--- config.mk ---
export PLATFORM = sky130hd
export DESIGN_NAME = muldiv_iter
export DESIGN_NICKNAME = d
export VERILOG_FILES = /design/src/rtl/muldiv_iter.sv
export SDC_FILE = /design/constraint.sdc
export NUM_CORES = 1
export LEC_CHECK = 0
export BUFFER_PORTS_ARGS = -buffer_cell sky130_fd_sc_hd__buf_4
export CORE_MARGIN = 8
export CORE_UTILIZATION = 45
export CTS_BUF_LIST = sky130_fd_sc_hd__clkbuf_8
export DETAILED_ROUTE_END_ITERATION = 16
export GPL_ROUTABILITY_DRIVEN = 1
export PLACE_DENSITY = 0.59
export SETUP_SLACK_MARGIN = 0.3
export SYNTH_ARGS = -nofsm -noshare
export SYNTH_HDL_FRONTEND = slang
export SYNTH_SLANG_ARGS = --single-unit
--- constraint.sdc ---
create_clock -name clk -period 3.7 [get_ports clk]
set_input_delay 0 -clock clk [delete_from_list [all_inputs] [get_ports clk]]
set_output_delay 0 -clock clk [all_outputs]
set_load 0.02 [all_outputs]
--- src/rtl/muldiv_iter.sv ---
// Iterative 16-bit multiply/divide unit: shift-add multiplier and restoring divider,
// one bit per cycle, with results driving the register-file write port directly.
module muldiv_iter #(
  parameter int WIDTH = 16,
  parameter int CNT_W = 5
) (
  input  logic             clk,
  input  logic             rst,
  input  logic             start,
  input  logic [1:0]       op,
  input  logic [WIDTH-1:0] srcA,
  input  logic [WIDTH-1:0] srcB,
  input  logic [2:0]       dstsel,
  output logic             busy,
  output logic             done,
  output logic [WIDTH-1:0] result,
  output logic [2:0]       writeregsel,
  output logic             write,
  output logic             err
);

  localparam logic [1:0] OP_MUL  = 2'b00;
  localparam logic [1:0] OP_DIVU = 2'b01;
  localparam logic [1:0] OP_REMU = 2'b10;
  localparam logic [1:0] OP_ILL  = 2'b11;
  localparam logic [CNT_W-1:0] LAST_CNT = CNT_W'(WIDTH - 1);

  typedef enum logic [1:0] {
    S_IDLE,
    S_RUN,
    S_DONE
  } state_t;

  state_t           state, state_nxt;
  logic [CNT_W-1:0] cnt;
  logic [1:0]       op_q;
  logic [WIDTH-1:0] acc, mcand, mplier;
  logic [WIDTH-1:0] rem, quo, dvs;
  logic [WIDTH-1:0] result_q;
  logic [2:0]       wsel_q;
  logic             err_q;

  logic             accept;
  logic             early_err;
  logic [WIDTH-1:0] acc_step;
  logic [2*WIDTH-1:0] div_res;

  // Conditional add of the multiplicand; the accumulator wraps modulo 2^WIDTH.
  function automatic logic [WIDTH-1:0] mul_step(input logic [WIDTH-1:0] a,
                                                 input logic [WIDTH-1:0] m,
                                                 input logic             b);
    return b ? a + m : a;
  endfunction

  // One restoring-division step on {rem,quo}; returns the updated {rem,quo}.
  // The shifted remainder needs WIDTH+1 bits, but once it is known to be >= the
  // divisor the difference is below the divisor and fits in WIDTH bits.
  function automatic logic [2*WIDTH-1:0] div_step(input logic [WIDTH-1:0] r,
                                                  input logic [WIDTH-1:0] q,
                                                  input logic [WIDTH-1:0] d);
    logic [WIDTH:0]   r_sh;
    logic [WIDTH-1:0] diff;
    r_sh = {r, q[WIDTH-1]};
    diff = r_sh[WIDTH-1:0] - d;
    if (r_sh >= {1'b0, d})
      return {diff, q[WIDTH-2:0], 1'b1};
    else
      return {r_sh[WIDTH-1:0], q[WIDTH-2:0], 1'b0};
  endfunction

  always_comb begin
    acc_step = mul_step(acc, mcand, mplier[0]);
    div_res  = div_step(rem, quo, dvs);
  end

  always_comb begin
    state_nxt = state;
    accept    = 1'b0;
    early_err = (op == OP_ILL) ||
                (((op == OP_DIVU) || (op == OP_REMU)) && (srcB == '0));
    case (state)
      S_IDLE: begin
        if (start) begin
          accept    = 1'b1;
          state_nxt = early_err ? S_DONE : S_RUN;
        end
      end
      S_RUN: begin
        if (cnt == LAST_CNT)
          state_nxt = S_DONE;
      end
      S_DONE:  state_nxt = S_IDLE;
      default: state_nxt = S_IDLE;
    endcase
  end

  always_ff @(posedge clk or negedge rst) begin
    if (!rst)
      state <= S_IDLE;
    else
      state <= state_nxt;
  end

  // Datapath: operand capture on accept, one iteration per RUN cycle.
  always_ff @(posedge clk or negedge rst) begin
    if (!rst) begin
      cnt      <= '0;
      op_q     <= OP_MUL;
      acc      <= '0;
      mcand    <= '0;
      mplier   <= '0;
      rem      <= '0;
      quo      <= '0;
      dvs      <= '0;
      result_q <= '0;
      wsel_q   <= '0;
      err_q    <= 1'b0;
    end else begin
      if (accept) begin
        cnt    <= '0;
        op_q   <= op;
        acc    <= '0;
        mcand  <= srcA;
        mplier <= srcB;
        rem    <= '0;
        quo    <= srcA;
        dvs    <= srcB;
        wsel_q <= dstsel;
        err_q  <= early_err;
        if (op == OP_ILL)
          result_q <= '0;
        else if (early_err)
          result_q <= (op == OP_DIVU) ? '1 : srcA;
      end else if (state == S_RUN) begin
        cnt <= cnt + 1'b1;
        if (op_q == OP_MUL) begin
          acc    <= acc_step;
          mcand  <= {mcand[WIDTH-2:0], 1'b0};
          mplier <= {1'b0, mplier[WIDTH-1:1]};
        end else begin
          rem <= div_res[2*WIDTH-1:WIDTH];
          quo <= div_res[WIDTH-1:0];
        end
        if (cnt == LAST_CNT) begin
          case (op_q)
            OP_MUL:  result_q <= acc_step;
            OP_DIVU: result_q <= div_res[WIDTH-1:0];
            default: result_q <= div_res[2*WIDTH-1:WIDTH];
          endcase
        end
      end
    end
  end

  assign busy        = (state != S_IDLE);
  assign done        = (state == S_DONE);
  assign write       = done & ~err_q;
  assign err         = err_q;
  assign result      = result_q;
  assign writeregsel = wsel_q;

endmodule

Word level (Yosys, flattened, before mapping)
Index checks and enable logic that the tools add are counted.

operators by class
  $add $sub $neg = 3
  $lt $le $gt $ge = 1
  eq/ne operators = 11
  muxes and demuxes = 32
  bitwise gates (word level) = 2
  reduce and logical (&&, ||, !) cells = 14

operators with widths
  cell                 count
  $mux 16              22
  $mux 32              1
  $pmux 16 s2          1
  $ge 17x16->1         1
  $add 16x16->16       1
  $logic_not 16->1     1
  $sub 16x16->16       1
  $mux 5               2
  $reduce_bool 2->1    4
  $eq 2x1->1 const B   3
  $eq 2x2->1 const B   3
  $mux 2               3
  $ne 2x2->1 const B   3
  $reduce_and 2->1     3
  $add 5x1->5 const B  1
  $eq 5x4->1 const B   1
  $logic_not 2->1      2
  $pmux 2 s2           1
  $ne 3x1->1 const B   1
  $reduce_and 3->1     1
  $logic_or 1x1->1     2
  $mux 1               2
  $and 1x1->1          1
  $logic_and 1x1->1    1
  $not 1->1            1

storage, ports and cells
  register bits = 125
  bits of input ports = 40
  output and inout port bits = 23
  word-level logic and storage cells = 75

Longest topological paths before layout
Gate-level depths: netlist of run 1.

  depth after elaboration = 7
  gate-level depth with buffers = 12
  gate-level depth less buffers = 12

Least setup slack after synthesis of run 1
Ideal clock, no wire load.

  path type = reg-to-reg
  start point = register quo[15]
  end point = register result_q[14], in the netlist result[14]
  setup time = 0.126 ns
  arrival = 2.314 ns
  required time = 3.574 ns
  slack = 1.260 ns
  cell stages (with the launch flop) = 12
  path buffers = 0
  period minus slack after synthesis = 2.440 ns
  cell sequence = dfrtp_1 > inv_1 > ha_1 > inv_1 > fa_1 > a21o_1 > a311o_1 > o211ai_2 > a31oi_1 > o311a_1 > o21ai_0 > a21oi_1

between the ends
  longest elaborated chain between the ends = 6
  elaborated cells on any way between the ends = 7
  classes of those cells = 1 x add/sub; 1 x order compare; 5 x mux

ends and longest elaborated chain
  item                                            RTL line  source
  start, declared                                 38        logic [WIDTH-1:0] rem, quo, dvs;
  start signal, assigned                          126       quo <= srcA;
  start signal, assigned                          142       quo <= div_res[WIDTH-1:0];
  $sub 16x16->16 or $ge 17x16->1 (tied branches)  64, 65
  $mux 32 (*)                                     65        if (r_sh >= {1'b0, d})
  $pmux 16 s2 (*)                                 145       case (op_q)
  $mux 16 (*)                                     144       if (cnt == LAST_CNT) begin
  $mux 16 (*)                                     134       end else if (state == S_RUN) begin
  $mux 16 (*)                                     119       if (accept) begin
  end signal, assigned                            133       result_q <= (op == OP_DIVU) ? '1 : srcA;
  end signal, assigned                            146       OP_MUL: result_q <= acc_step;
  end signal, assigned                            147       OP_DIVU: result_q <= div_res[WIDTH-1:0];
  end, declared                                   39        logic [WIDTH-1:0] result_q;

Every way passes the cells marked *; elsewhere a longest branch is shown, timed or not. The select of a mux whose other input is x is not followed.
A chain may end at the register's enable or synchronous reset.

Worst setup path after layout of run 1
  start point = register state[0]
  end point = register result_q[7], in the netlist result[7]

between the ends
  longest elaborated chain between the ends = 4
  elaborated cells on any way between the ends = 8
  classes of those cells = 2 x eq/ne; 2 x mux; 4 x reduce/logical

ends and longest elaborated chain
  item                                                              RTL line  source
  start, declared                                                   34        state_t state, state_nxt;
  start signal, assigned                                            101       state <= state_nxt;
  $logic_not 2->1                                                   81        case (state)
  $mux 1                                                            81
  $ne 3x1->1 (no source line) or $reduce_bool 2->1 (tied branches)  n/a
  $reduce_and 3->1 (no source line)                                 n/a

Parallel ways exist; a longest one is shown, timed or not.

==> results of run 1 <==
worst paths after layout:
check,slack (ns),depth (start not counted),start,to
max in group asynchronous,2.76,3,rst,quo[8]
worst min-delay path,0.03,3,start,mcand[5]
min in group asynchronous,0.06,2,rst,mcand[15]
worst max register to register,0.80,7,state[0],result[7]
worst min register to register,0.48,2,mplier[3],mplier[3]
worst max-delay path,0.80,7,state[0],result[7]
registers in the layout, indices dropped and copies added (netlist names):
register and cells:
acc 16, cnt 5, dvs 16, err 1, mcand 16, mplier 16, op_q 2, quo 16
rem 16, result 16, state 2, writeregsel 3
cell type report:
cell class,instances,share of cell area
repair buffers,112,0.1085
inverters,25,0.01059
multi-input cells,613,0.4470
well taps,216,0.03050
clock inverters,12,0.02090
clock buffers,19,0.02952
flip-flops and latches,125,0.3531
power by group:
part	internal (mW)	total, mW	switching (mW)
registers	2.01	2.51	0.498
logic	2.18	5.48	3.30
clock network	0.775	1.37	0.597
total	4.97	9.36	4.39
cell families after synthesis:
family                     count (synthesis)  share of synthesized area
AOI/OAI and AO/OA                        252                     0.2428
DFF                                      125                     0.4244
adders and majority gates                 36                    0.06316
xor gates and xnor gates                  26                    0.03090
and+or+nand+nor                          282                     0.1756
muxes                                     17                    0.02360
buffers and inverters                     69                    0.03956
cell usage after synthesis (6+ instances only):
master / number / area (sq um)
o2111ai_1: 7 / 61.31
nor2b_1: 6 / 37.54
a31oi_1: 19 / 118.9
xor2_1: 9 / 78.83
clkbuf_1: 30 / 112.6
a21oi_1: 48 / 240.2
ha_1: 34 / 425.4
and3_1: 16 / 100.1
mux2i_1: 14 / 140.1
o21ai_0: 53 / 265.3
nor2_1: 44 / 165.2
dfrtp_1: 125 / 3128
inv_1: 25 / 93.84
a221o_1: 17 / 170.2
nand3_1: 52 / 260.3
a22o_1: 14 / 122.6
a21o_1: 18 / 135.1
xnor2_1: 17 / 148.9
nand2_1: 128 / 480.5
o21ai_1: 11 / 55.05
a21oi_2: 6 / 52.55
worst reg2reg max path, cell delays in order, from the launching register on:
cell	delay, ns
dfrtp_1	0.40
nor2_1	0.53
and2_2	0.28
buf_4	0.55
nor3_1	0.33
a211oi_1	0.45
o2bb2ai_1	0.17
a21oi_1	0.05
stage by stage:
stage	std cells	instance area (sq um)
6_report	1122	8860
5_1_grt	1122	8860
4_1_cts	1122	8860
3_5_place_dp	1053	8033
3_3_place_gp	1053	8033
2_1_floorplan	807	7370
per-layer routing:
layer  vias up  share of wire  global-route usage
met2       149           0.50              0.3610
met4         0          0.017             0.06419
li1       3114              -                   -
met1      3300           0.45              0.2813
met3        23          0.035             0.03759
met5         -              0                   0
==> results.yml, run 1 <==
place:
  hpwlAfterDp_mm: 15.89
  dp_slack_ns: 0.8450
  gp_congestion: 0.8508
  port_buffers: 62
route:
  viasPerCell: 5.870
  drtPass1Iterations: 7
  vias: 6586
  drt_wl_total_mm: 21.75
  ant_nets: 0
  drc: 0
  drt-wirelength-per-cell_um: 19.38
  first_iter_violations: 455
floorplanning:
  core_sq_mm: 0.01594
  die_x_um: 144.0
  start_util: 0.4623
  row_count: 46
  io_pins: 63
  fp.dieH_um: 144.0
  fp.dieArea_sq_mm: 0.02073
logic_synthesis:
  seq_area_frac_synth: 0.4244
  ys_seq_elements: 125
  syn_avg_cell_area_sq_um: 9.132
  synth_edf_count: 0
  async_reset_ff_frac: 1.000
  postSynthCellCount: 807
  syn_area_sq_mm: 0.007370
  yosysWarningCount: 0
  synthDistinctLibCells: 73
  synthFlopType: "dfrtp_1"
  syn-num-nets: 883
cells_and_area:
  n_antenna_cell: 0
  synthToLayoutAreaGrowth_pct: 20.22
  fin_nets: 970
  final_common_cell: "nand2_1"
  finish.utilization: 0.5557
  register_area_sq_mm: 0.003128
  mostFrequentLayoutCells: "nand2_1, dfrtp_1, buf_4"
  drive_gt1_frac: 0.1556
  multi_input_comb_area_sq_mm: 0.003960
  nFillCells: 1468
job:
  drv_cap: 0
clocking:
  cts.sinks: 125
  cts_root_buffer: "clkbuf_8"
  cts_buffers: 17
  cts_tree: "built"
  clkLatencyLatePin_ns: 0.44
  htree_levels: 4
  ctsResizeCount: 0
  path_clk_slew_ns: 0.08
  post_cts_buffers: 0
  clockBufferDepth: 2
  ctsHoldBuffers: 38
critical_path:
  cp_top_family: "simple AND/OR/NAND/NOR gates"
  crit_slowest_cell: "buf_4"
  cpPeakStageDelay_ns: 0.55
  crit_fanout: 63
  worstSetupStartpointType: "register"
  worstPathRequired_ns: 4.00
  crit_buf_inv: 1
  cp-end-kind: "register"
  crit_type: "register to register"
  cp.arrival_ns: 3.20
  crit_chain: "nor2_1, and2_2, buf_4, nor3_1, a211oi_1, o2bb2ai_1, a21oi_1"
outcome:
  status: "complete, no violations"
global_route:
  grt_max_degree: 95
  grt_overflow: 0
  track_usage: 0.2164
  grt_pass1_vias: 6481
  grt_antenna_before_repair: 0
  grt_pass1_wl_mm: 34.72
timing:
  final.setup_skew_ns: 0.01240
  fin_setup_tns_ns: 0
  fin_crit_ns: 2.898
  setup_violations: 0
  holdWs_ns: 0.03065
  report.final.hold_viol_count: 0
  fin_crit_sh: 0.7833
  slew_headroom: 0.3692
  timing.final.ws_setup_ns: 0.8018
  rsz0062_at_grt: "no"
  max_freq_ghz: 0.3450
  report.final.slew_viol_count: 0
  worst_pin_slew_ns: 0.9427
pwr:
  p_leak_nw: 4.073
  powerDensity_mw_per_mm2: 1057
  p_total_mw: 9.362
  ir_worst_vdd_v: 0.0006143
worst_hold_path:
  hold_class: "primary input to register"
Power figures use the tool's default switching activity.
==> inputs of run 2 (changes only) <==
--- a/config.mk
+++ b/config.mk
@@ -11,7 +11,7 @@
 export CTS_BUF_LIST = sky130_fd_sc_hd__clkbuf_8
 export DETAILED_ROUTE_END_ITERATION = 16
 export GPL_ROUTABILITY_DRIVEN = 1
-export PLACE_DENSITY = 0.59
+export PLACE_DENSITY = 0.61
 export SETUP_SLACK_MARGIN = 0.3
 export SYNTH_ARGS = -nofsm -noshare
 export SYNTH_HDL_FRONTEND = slang
==> constraint.sdc (replaced) <==
create_clock -name clk -period 2.5 [get_ports clk]
set_input_delay 0 -clock clk [delete_from_list [all_inputs] [get_ports clk]]
set_output_delay 0 -clock clk [all_outputs]
set_load 0.02 [all_outputs]
==> results.yml, run 2 (synthesis results as in run 1) <==
outcome:
  status: "finished, violations left"
  violations: "setup timing"
global_route:
  grt_antenna_before_repair: 0
  grt_overflow: 0
  track_usage: 0.2352
  grt_max_degree: 45
  grt_pass1_wl_mm: 37.59
  grt_pass1_vias: 7013
timing:
  fin_crit_sh: 1.026
  fin_crit_ns: 2.564
  setup_violations: 4
  final.setup_skew_ns: 0.01487
  rsz0062_at_grt: "yes"
  slew_headroom: 0.2754
  report.final.hold_viol_count: 0
  worst_pin_slew_ns: 1.087
  timing.final.ws_setup_ns: -0.06396
  max_freq_ghz: 0.3900
  report.final.slew_viol_count: 0
cells_and_area:
  fin_nets: 1055
  final_common_cell: "buf_4"
  drive_gt1_frac: 0.3095
  synthToLayoutAreaGrowth_pct: 36.64
  final_cells: 1208
  finish.utilization: 0.6316
  mostFrequentLayoutCells: "buf_4, nand2_1, dfrtp_1"
  nFillCells: 1350
  n_antenna_cell: 0
place:
  port_buffers: 62
  gp_congestion: 0.8927
  placed_cells: 1095
  hpwlAfterDp_mm: 16.50
critical_path:
  r2r_end: "result[14]"
  worstSetupStartpointType: "register"
  r2r_setup_slack_ns: -0.06
  crit_fanout: 3
  cp-end-kind: "register"
  r2r_start: "quo[15]"
  crit_type: "register to register"
  cp.arrival_ns: 2.92
  rr_worst_depth: 11
  worstPathRequired_ns: 2.85
floorplanning:
  row_count: 46
  start_util: 0.4623
  fp.dieArea_sq_mm: 0.02073
  io_pins: 63
  core_sq_mm: 0.01594
  die_x_um: 144.0
  fp.dieH_um: 144.0
pwr:
  p_leak_nw: 4.521
  p_total_mw: 16.52
  powerDensity_mw_per_mm2: 1640
  ir_worst_vdd_v: 0.0009208
clocking:
  cts_tree: "built"
  cts.sinks: 125
  htree_levels: 4
  path_clk_slew_ns: 0.09
  clockBufferDepth: 2
  clkLatencyLatePin_ns: 0.46
  cts_buffers: 17
  cts_root_buffer: "clkbuf_8"
route:
  ant_nets: 0
  first_iter_violations: 498
  viasPerCell: 5.779
  drt-wirelength-per-cell_um: 20.00
  drt_wl_total_mm: 24.16
  drc: 0
  drtPass1Iterations: 6
  vias: 6981
job:
  drv_cap: 0
worst_hold_path:
  hold_class: "primary input to asynchronous set/reset pin"
==> run 2: cell count changes in the layout (fill, tap and decap cells not counted), moves of 6 or more <==
cell,before,now
a21oi_4,0,7
o21ai_4,0,6
ha_1,34,16
a21oi_2,6,16
ha_4,0,15
a21oi_1,48,31
buf_4,72,145
o21ai_0,53,42
buf_6,0,12
==> run 2: report_power, final <==
part	internal, mW	switching (mW)	leakage (nW)
Clock	0.739	1.02	0.185
Sequential	2.97	0.838	1.54
Combinational	5.01	5.94	2.79
Total	8.72	7.80	4.52
==> run 2: critical path, cell delays in order, from the launching register on <==
cell and delay, ns:
dfrtp_1 0.39, inv_1 0.07, ha_2 0.18, inv_2 0.04
fa_2 0.33, a21o_1 0.22, a311o_1 0.33, o211ai_2 0.12
a31oi_4 0.14, o311a_1 0.35, o21ai_1 0.20, a21oi_1 0.09
==> run 2: area by class of cell <==
class	count	area, sq um	share of cell area
multi-input cells	613	4566	0.4534
flip-flops and latches	125	3132	0.3110
repair buffers	197	1634	0.1623
well taps	216	270.3	0.02684
clock buffers	17	234.0	0.02324
clock inverters	15	140.1	0.01392
inverters	25	93.84	0.009319
==> run 2: what timing repair did <==
item                                    CTS  global route
endpoints found under the hold margin   201             0
resized for setup                        74            50
hold buffers                             39             0
buffers inserted                         19            23
pin swaps                                54            44
endpoints found under the setup margin   34            37
==> run 2: metal layers <==
| metal | track usage | part of all wire | up-vias |
|---|---|---|---|
| li1 | - | - | 3286 |
| met1 | 0.3039 | 0.43 | 3473 |
| met2 | 0.3846 | 0.50 | 180 |
| met3 | 0.03297 | 0.042 | 42 |
| met4 | 0.1051 | 0.023 | 0 |
| met5 | 0 | 0 | - |
==> run 2: metrics by stage <==
step	setup WS [ns]	TNS (ns)	hold WS, ns	instance area [sq um]
final	-0.06396	-0.1256	0.03010	10070
after floorplan	0.1709	0	-0.2956	7402
after global routing	-0.1782	-1.258	0.06248	10070
after global placement	-0.2016	-0.8351	-0.01453	8372
after CTS	-0.03985	-0.08150	0.03154	9653
after detailed placement	-0.2112	-1.181	-0.005481	8372
==> run 2: worst max path at each step <==
stage | end | slack [ns] | cells past startpoint | startpoint
global placement | result[7] | -0.20 | 12 | op[0]
finish | result[14] | -0.06 | 11 | quo[15]
floorplan | rem[14] | 0.17 | 11 | quo[15]
global route | rem[12] | -0.18 | 12 | quo[15]
CTS | result[14] | -0.04 | 11 | quo[15]
detailed placement | result[7] | -0.21 | 12 | op[0]
